<file path="src/rtl/inst_fifo.sv">
// inst_fifo: dual-read instruction queue between fetch and dual-issue decode.
// Ports: clk, rst (async high), flush; write side w_fifo/w_pc/w_inst/
//   w_pred_target/w_flags; read side r_ena0/r_ena1 and r0_*/r1_* (two oldest
//   entries, combinational); fifo_stall (registered back-pressure), fifo_ovf
//   (sticky overflow). Define INST_FIFO_PERF_EN to add perf_stall_cycles and
//   perf_empty_cycles counters.
module inst_fifo #(
    parameter int DEPTH    = 16,
    parameter int PTR_W    = 4,
    parameter int STALL_TH = 2
) (
    input  logic        clk,
    input  logic        rst,
    input  logic        flush,
    input  logic        w_fifo,
    input  logic [31:0] w_pc,
    input  logic [31:0] w_inst,
    input  logic [31:0] w_pred_target,
    input  logic [3:0]  w_flags,
    input  logic        r_ena0,
    input  logic        r_ena1,
    output logic        r0_valid,
    output logic [31:0] r0_pc,
    output logic [31:0] r0_inst,
    output logic [31:0] r0_pred_target,
    output logic [3:0]  r0_flags,
    output logic        r1_valid,
    output logic [31:0] r1_pc,
    output logic [31:0] r1_inst,
    output logic [31:0] r1_pred_target,
    output logic [3:0]  r1_flags,
    output logic        fifo_stall,
`ifdef INST_FIFO_PERF_EN
    output logic [31:0] perf_stall_cycles,
    output logic [31:0] perf_empty_cycles,
`endif
    output logic        fifo_ovf
);

    typedef struct packed {
        logic [31:0] pc;
        logic [31:0] inst;
        logic [31:0] pred_target;
        logic [3:0]  flags;
    } entry_t;

    localparam logic [PTR_W:0] FULL = (PTR_W+1)'(DEPTH);
    localparam logic [PTR_W:0] TH   = (PTR_W+1)'(STALL_TH);

    entry_t           mem [DEPTH];
    logic [PTR_W-1:0] head;
    logic [PTR_W-1:0] tail;
    logic [PTR_W-1:0] head1;
    logic [PTR_W:0]   count;
    logic [PTR_W:0]   next_count;
    logic [PTR_W:0]   next_free;
    logic             full;
    logic             push;
    logic             pop0;
    logic             pop1;
    logic [1:0]       pops;

    // Pointers are exactly PTR_W bits, so +1 wraps mod DEPTH for free.
    assign head1 = head + 1'b1;

    assign r0_pc          = mem[head].pc;
    assign r0_inst        = mem[head].inst;
    assign r0_pred_target = mem[head].pred_target;
    assign r0_flags       = mem[head].flags;
    assign r1_pc          = mem[head1].pc;
    assign r1_inst        = mem[head1].inst;
    assign r1_pred_target = mem[head1].pred_target;
    assign r1_flags       = mem[head1].flags;

    assign r0_valid = (count != '0);
    assign r1_valid = (count > (PTR_W+1)'(1));

    // Fullness is judged before this cycle's pops: a push at full is dropped.
    assign full = (count == FULL);
    assign push = w_fifo & ~full & ~flush;
    assign pop0 = r_ena0 & r0_valid;
    assign pop1 = r_ena0 & r_ena1 & r1_valid;
    assign pops = {1'b0, pop0} + {1'b0, pop1};

    always_comb begin
        next_count = '0;
        if (!flush)
            next_count = count + (PTR_W+1)'(push) - (PTR_W+1)'(pops);
    end

    assign next_free = FULL - next_count;

    always_ff @(posedge clk or posedge rst) begin
        if (rst) begin
            head       <= '0;
            tail       <= '0;
            count      <= '0;
            fifo_stall <= 1'b0;
            fifo_ovf   <= 1'b0;
        end else begin
            count      <= next_count;
            fifo_stall <= (next_free <= TH);
            if (flush) begin
                head     <= '0;
                tail     <= '0;
                fifo_ovf <= 1'b0;
            end else begin
                head <= head + PTR_W'(pops);
                if (push)
                    tail <= tail + 1'b1;
                if (w_fifo && full)
                    fifo_ovf <= 1'b1;
            end
        end
    end

    // Flush only rewinds pointers; stale storage is left in place.
    always_ff @(posedge clk or posedge rst) begin
        if (rst) begin
            for (int i = 0; i < DEPTH; i++)
                mem[i] <= '0;
        end else if (push) begin
            mem[tail] <= '{pc: w_pc, inst: w_inst,
                           pred_target: w_pred_target,
                           flags: w_flags};
        end
    end

`ifdef INST_FIFO_PERF_EN
    always_ff @(posedge clk or posedge rst) begin
        if (rst) begin
            perf_stall_cycles <= '0;
            perf_empty_cycles <= '0;
        end else begin
            if (fifo_stall)
                perf_stall_cycles <= perf_stall_cycles + 32'd1;
            if (count == '0)
                perf_empty_cycles <= perf_empty_cycles + 32'd1;
        end
    end
`endif

endmodule

</file>
<file path="config.mk">
export PLATFORM = sky130hd
export DESIGN_NAME = inst_fifo
export DESIGN_NICKNAME = d
export VERILOG_FILES = /design/src/rtl/inst_fifo.sv
export SDC_FILE = /design/constraint.sdc
export NUM_CORES = 2
export LEC_CHECK = 0
export CORE_ASPECT_RATIO = 0.7
export CORE_MARGIN = 2
export CORE_UTILIZATION = 50
export CTS_CLUSTER_SIZE = 12
export DETAILED_ROUTE_END_ITERATION = 6
export MAX_ROUTING_LAYER = met4
export PLACE_DENSITY = 0.7
export SLEW_MARGIN = 20
export SYNTH_ARGS = -nofsm -noshare
export SYNTH_HDL_FRONTEND = slang
export SYNTH_SLANG_ARGS = --single-unit
</file>
<file path="constraint.sdc">
create_clock -name clk -period 116 [get_ports clk]
set_clock_uncertainty 0.2 [all_clocks]
set_input_delay 23.2 -clock clk [delete_from_list [all_inputs] [get_ports clk]]
set_output_delay 23.2 -clock clk [all_outputs]
set_load 0.01 [all_outputs]
</file>
== After elaboration in Yosys (flattened, before gate mapping) ==
Cells that the tools add are included.

* Register bits after elaboration: 1,615
* Input port bits: 106
* Output and inout port bits: 204

* Add/sub/neg operators: 7
* $lt $le $gt $ge: 6
* Equal/unequal tests: 1
* Mux-type cells: 15
* Bitwise logic cells: 10
* Reductions and logical operators: 5

{| class="wikitable"
|+ Operators with widths
! cell !! number
|-
| $bwmux 1600 || 1
|-
| $bmux 100 s4 || 2
|-
| $mux 100 || 5
|-
| $demux 100 s4 || 1
|-
| $ge 5x5->1 const B || 3
|-
| $not 4->5 || 3
|-
| $mux 4 || 3
|-
| $add 4x1->4 const B || 2
|-
| $add 5x1->5 || 1
|-
| $and 1x1->1 || 5
|-
| $eq 5x5->1 const B || 1
|-
| $gt 5x1->1 const B || 1
|-
| $le 5x2->1 const B || 1
|-
| $lt 5x1->1 const B || 1
|-
| $mux 5 || 1
|-
| $reduce_bool 5->1 || 1
|-
| $sub 5x2->5 || 1
|-
| $sub 5x5->5 const A || 1
|-
| $add 4x2->4 || 1
|-
| $reduce_bool 2->1 || 2
|-
| $add 1x1->2 || 1
|-
| $logic_and 1x1->1 || 2
|-
| $mux 1 || 2
|-
| $not 1->1 || 2
|}

== Longest topological paths before layout ==
* Depth after elaboration: 9
* Gate-level depth with buffers: 18

== Worst setup path before layout ==
OpenSTA, ideal clock, no wires.

* Path kind: in2reg
* From: input port flush
* To: register fifo_stall
* Library setup time: 0.135 ns
* Arrival: 25.456 ns
* Data required time: 115.665 ns
* Slack: 90.209 ns
* Stages on the path: 14
* Path buffers: 1
* Cells stage by stage: clkbuf_1 nor3b_4 inv_1 ha_1 inv_1 ha_1 inv_1 fa_1 nor2_1 inv_1 ha_1 nor2b_1 nand4b_1 a32oi_1

* Cells in the longest elaborated chain, start to end: 7

{| class="wikitable"
|+ Ends and longest elaborated chain
! item !! RTL line !! RTL
|-
| start: declaration || 14 || <nowiki>input logic flush,</nowiki>
|-
| $not 1->1 || 80 || <nowiki>assign push = w_fifo & ~full & ~flush;</nowiki>
|-
| $and 1x1->1 || 80 ||
|-
| $add 5x1->5 || 88 || <nowiki>next_count = count + (PTR_W+1)'(push) - (PTR_W+1)'(pops);</nowiki>
|-
| $sub 5x2->5 || 88 ||
|-
| $mux 5 (*) || 87 || <nowiki>if (!flush)</nowiki>
|-
| net next_count[1] || 55 || <nowiki>logic [PTR_W:0] next_count;</nowiki>
|-
| $sub 5x5->5 (*) || 91 || <nowiki>assign next_free = FULL - next_count;</nowiki>
|-
| $le 5x2->1 (*) || 102 || <nowiki>fifo_stall <= (next_free <= TH);</nowiki>
|-
| end signal: assignment || 102 ||
|-
| end: declaration || 32 || <nowiki>output logic fifo_stall,</nowiki>
|}

Mark *: on every way through the listed nets, which the timed path passes. The rest lies on a longest branch.
A chain may end at the register's enable or synchronous reset.

== Final worst setup path ==
* From: register head[0]
* To: output port r0_pc[9]

* Cells in the longest elaborated chain, start to end: 4

{| class="wikitable"
|+ Ends and longest elaborated chain
! item !! RTL line !! RTL
|-
| start: declaration || 51 || <nowiki>logic [PTR_W-1:0] head;</nowiki>
|-
| start signal: assignment || 108 || <nowiki>head <= head + PTR_W'(pops);</nowiki>
|-
| $not 4->5 (not written as such) || 66 || <nowiki>assign r0_pc = mem[head].pc;</nowiki>
|-
| $bmux 100 s4 || 66 ||
|-
| $mux 100 (2 in series) || n/a ||
|-
| end: declaration || 23 || <nowiki>output logic [31:0] r0_pc,</nowiki>
|}

Every way passes these cells. The select of a mux whose other input is x is not followed.

==> impl_metrics.env <==
export IMPL_status="finished, final reports clean"
export IMPL_setup_viol=0
export IMPL_dr_pass1_iters=5
export IMPL_cts_tree="done"
export IMPL_whs_ns=0.323
export IMPL_fin_tns_setup_ns=0
export IMPL_hold_buffers=0
export IMPL_grt_usage=0.271
export IMPL_root_buffer="clkbuf_16"
export IMPL_cp_max_fo=136
export IMPL_layout_setup_ws_ns=86.57
export IMPL_viasPerCell=6.61
export IMPL_syn_to_final_growth_pct=10.1
export IMPL_postCtsSetupBuffers=0
export IMPL_ir_drop_mv=0.0427
export IMPL_cts_resized=0
export IMPL_synth_avg_cell_area_um2=17.8
export IMPL_crit_chain="buf_12, buf_12, buf_4, mux4_2, mux4_2, clkdlybuf4s50_1"
export IMPL_ys_types=40
export IMPL_antenna_found_initial=20
export IMPL_r2r_slack_ns=111.56
export IMPL_place_congestion=0.767
export IMPL_die_h_um=351
export IMPL_drtIter0Drc=4202
export IMPL_synth_cells=4827
export IMPL_cts_max_level=4
export IMPL_synth_seq_cells=1615
export IMPL_finalInstanceArea_um2=94500
export IMPL_r2r_start="count[2]"
export IMPL_synth_most_common_cell="dfrtp_1"
export IMPL_synth_top_area_cell="dfrtp_1"
export IMPL_grt_max_degree=190
export IMPL_clkTransAtPathRegs_ns=0.06
export IMPL_drc=0
export IMPL_rsz0062_at_grt="no"
export IMPL_fp_coreArea_um2=171000
export IMPL_power_mw=2.18
export IMPL_postPlaceCellArea_um2=89100
export IMPL_drive_gt1_frac=0.591
export IMPL_synth_ff_type="dfrtp_1"
export IMPL_grt_pass1_vias=50200
export IMPL_yosysSeqAreaShare=0.471
export IMPL_wl_per_cell_um=31.0
export IMPL_worstMarginPinSlew_ns=1.13
export IMPL_async_reset_ff_frac=1.00
export IMPL_hpwl_um=123000
export IMPL_cp_top_family="buffers and inverters"
export IMPL_port_buffers=309
export IMPL_crit_path_start_kind="flip-flop"
export IMPL_ant_nets=0
export IMPL_syn_area_um2=85800
export IMPL_hold_end="mem[411]"
export IMPL_fin_crit_sh=0.254
export IMPL_crit_arrival_ns=6.03
export IMPL_required_ns=92.60
export IMPL_hp_class="reg2reg"
export IMPL_clk_latency_ns=0.81
export IMPL_cp_end_kind="primary output"
export IMPL_post_place_ws_ns=86.72
export IMPL_route_vias_total=48300
export IMPL_p_leak_nw=40.7
export IMPL_yosys_top_cells_area="dfrtp_1 47%, mux4_2 26%, mux2_2 20%, mux2_4 1.7%, buf_12 0.96%"
export IMPL_power_density_nw_per_um2=23.1
export IMPL_maxCapViolCount=0
export IMPL_nets=5034
export IMPL_timing_rr_end="fifo_stall"
export IMPL_grt_pass1_wl_um=344000
export IMPL_syn_nets=4954
export IMPL_hold_depth=1
export IMPL_synth_top_area_frac=0.471
export IMPL_min_from="mem[411]"
export IMPL_hold_violations=0
export IMPL_ios=310
export IMPL_cts_sinks=1615
export IMPL_critPathBufInv=4
export IMPL_cts_path_max_buffers=3
export IMPL_rr_worst_depth=18
export IMPL_die_area_um2=175000
export IMPL_initial_core_util=0.503
export IMPL_cpMaxStageDelayCell="dfrtp_4"
export IMPL_setup_worst_path_class="reg2out"
export IMPL_max_stage_delay_ns=0.94
export IMPL_grt_overflow_total=0
export IMPL_synth_edf_count=0
export IMPL_numCtsBuffers=168
export IMPL_fin_crit_ns=29.43
export IMPL_yosys_warnings=0
export IMPL_rows=127
export IMPL_maxSlewViolCount=0
export IMPL_wirelength_um=226000
export IMPL_timing_fmax_ghz=0.0340
export IMPL_die_w_um=499
export IMPL_yosys_top_cells_count="1,615 x dfrtp_1, 1,499 x mux2_2, 1,000 x mux4_2"
export IMPL_slew_headroom=0.249
## final cells by class
cell class / instances / area, um^2
sequential: 1615 / 40400
inverter: 17 / 71.3
clock buffer: 243 / 4890
tap: 2257 / 2820
antenna: 20 / 50.0
timing repair buffer: 403 / 4000
multi-input combinational: 2702 / 41800
fill: 13100 / 76300
clock inverter: 39 / 389
## worst max path at each step
stage                     depth (start not counted)  endpoint    start  slack (ns)
after floorplan                                   1  count[0]      rst       47.03
after global placement                            7  mem[258]      rst       86.81
after detailed placement                          7  mem[158]      rst       86.72
after CTS                                         6  r1_pc[9]  head[0]       86.36
after global routing                              6  r1_pc[9]  head[0]       86.07
final                                             6  r0_pc[9]  head[0]       86.57
## kinds of logic (layout without fill, tap and decap cells)
family | Yosys count | in the layout | synth area share
buffers and inverters | 510 | 702 | 0.0423
adder cells (fa/ha/maj) | 21 | 21 | 0.00324
AO/OA/AOI/OAI | 14 | 14 | 0.00102
flip-flops | 1615 | 1615 | 0.471
multiplexers | 2602 | 2602 | 0.477
other | 0 | 20 | 0
AND/OR/NAND/NOR | 60 | 60 | 0.00516
XOR/XNOR | 5 | 5 | 0.000598
## layout by cell type, fill, tap and decap left out, drive strengths merged
master,n
mux2,1600
and4bb,1
mux4,1000
nor2b,7
clkinv,27
nor3b,1
mux2i,2
and2,1
diode,20
or3,3
a31o,1
clkdlybuf4s50,309
a21oi,7
fa,2
nand2b,6
nor2,24
o2111ai,1
nand2,5
clkinvlp,1
buf,94
dfrtp,1615
nand4b,2
a32oi,2
o21ai,2
xor2,1
ha,19
xnor2,4
nand3,4
o31ai,1
inv,26
and3,1
nor3,5
clkbuf,243
bufinv,2
## report_power, final
group / switching, mW / internal (mW) / total [mW]
clock network: 0.234 / 0.297 / 0.530
logic: 0.426 / 0.514 / 0.940
registers: 0.0679 / 0.641 / 0.709
## registers in the layout, indices dropped and copies added, names as in the netlist
signal	count
mem	1600
count	5
head	4
tail	4
fifo_ovf	1
fifo_stall	1
## metal layers
metal / share of wire / track usage
met5: 0 / -
met4: 0.021 / 0.0611
met3: 0.069 / 0.0560
met2: 0.47 / 0.405
met1: 0.44 / 0.387
## metrics by stage
step / cells / util
after floorplan: 4827 / -
after global placement: 6992 / 0.522
after detailed placement: 6993 / 0.522
after CTS: 7275 / 0.553
after global routing: 7293 / 0.553
final: 7296 / 0.553
(Power assumes the default switching activity.)
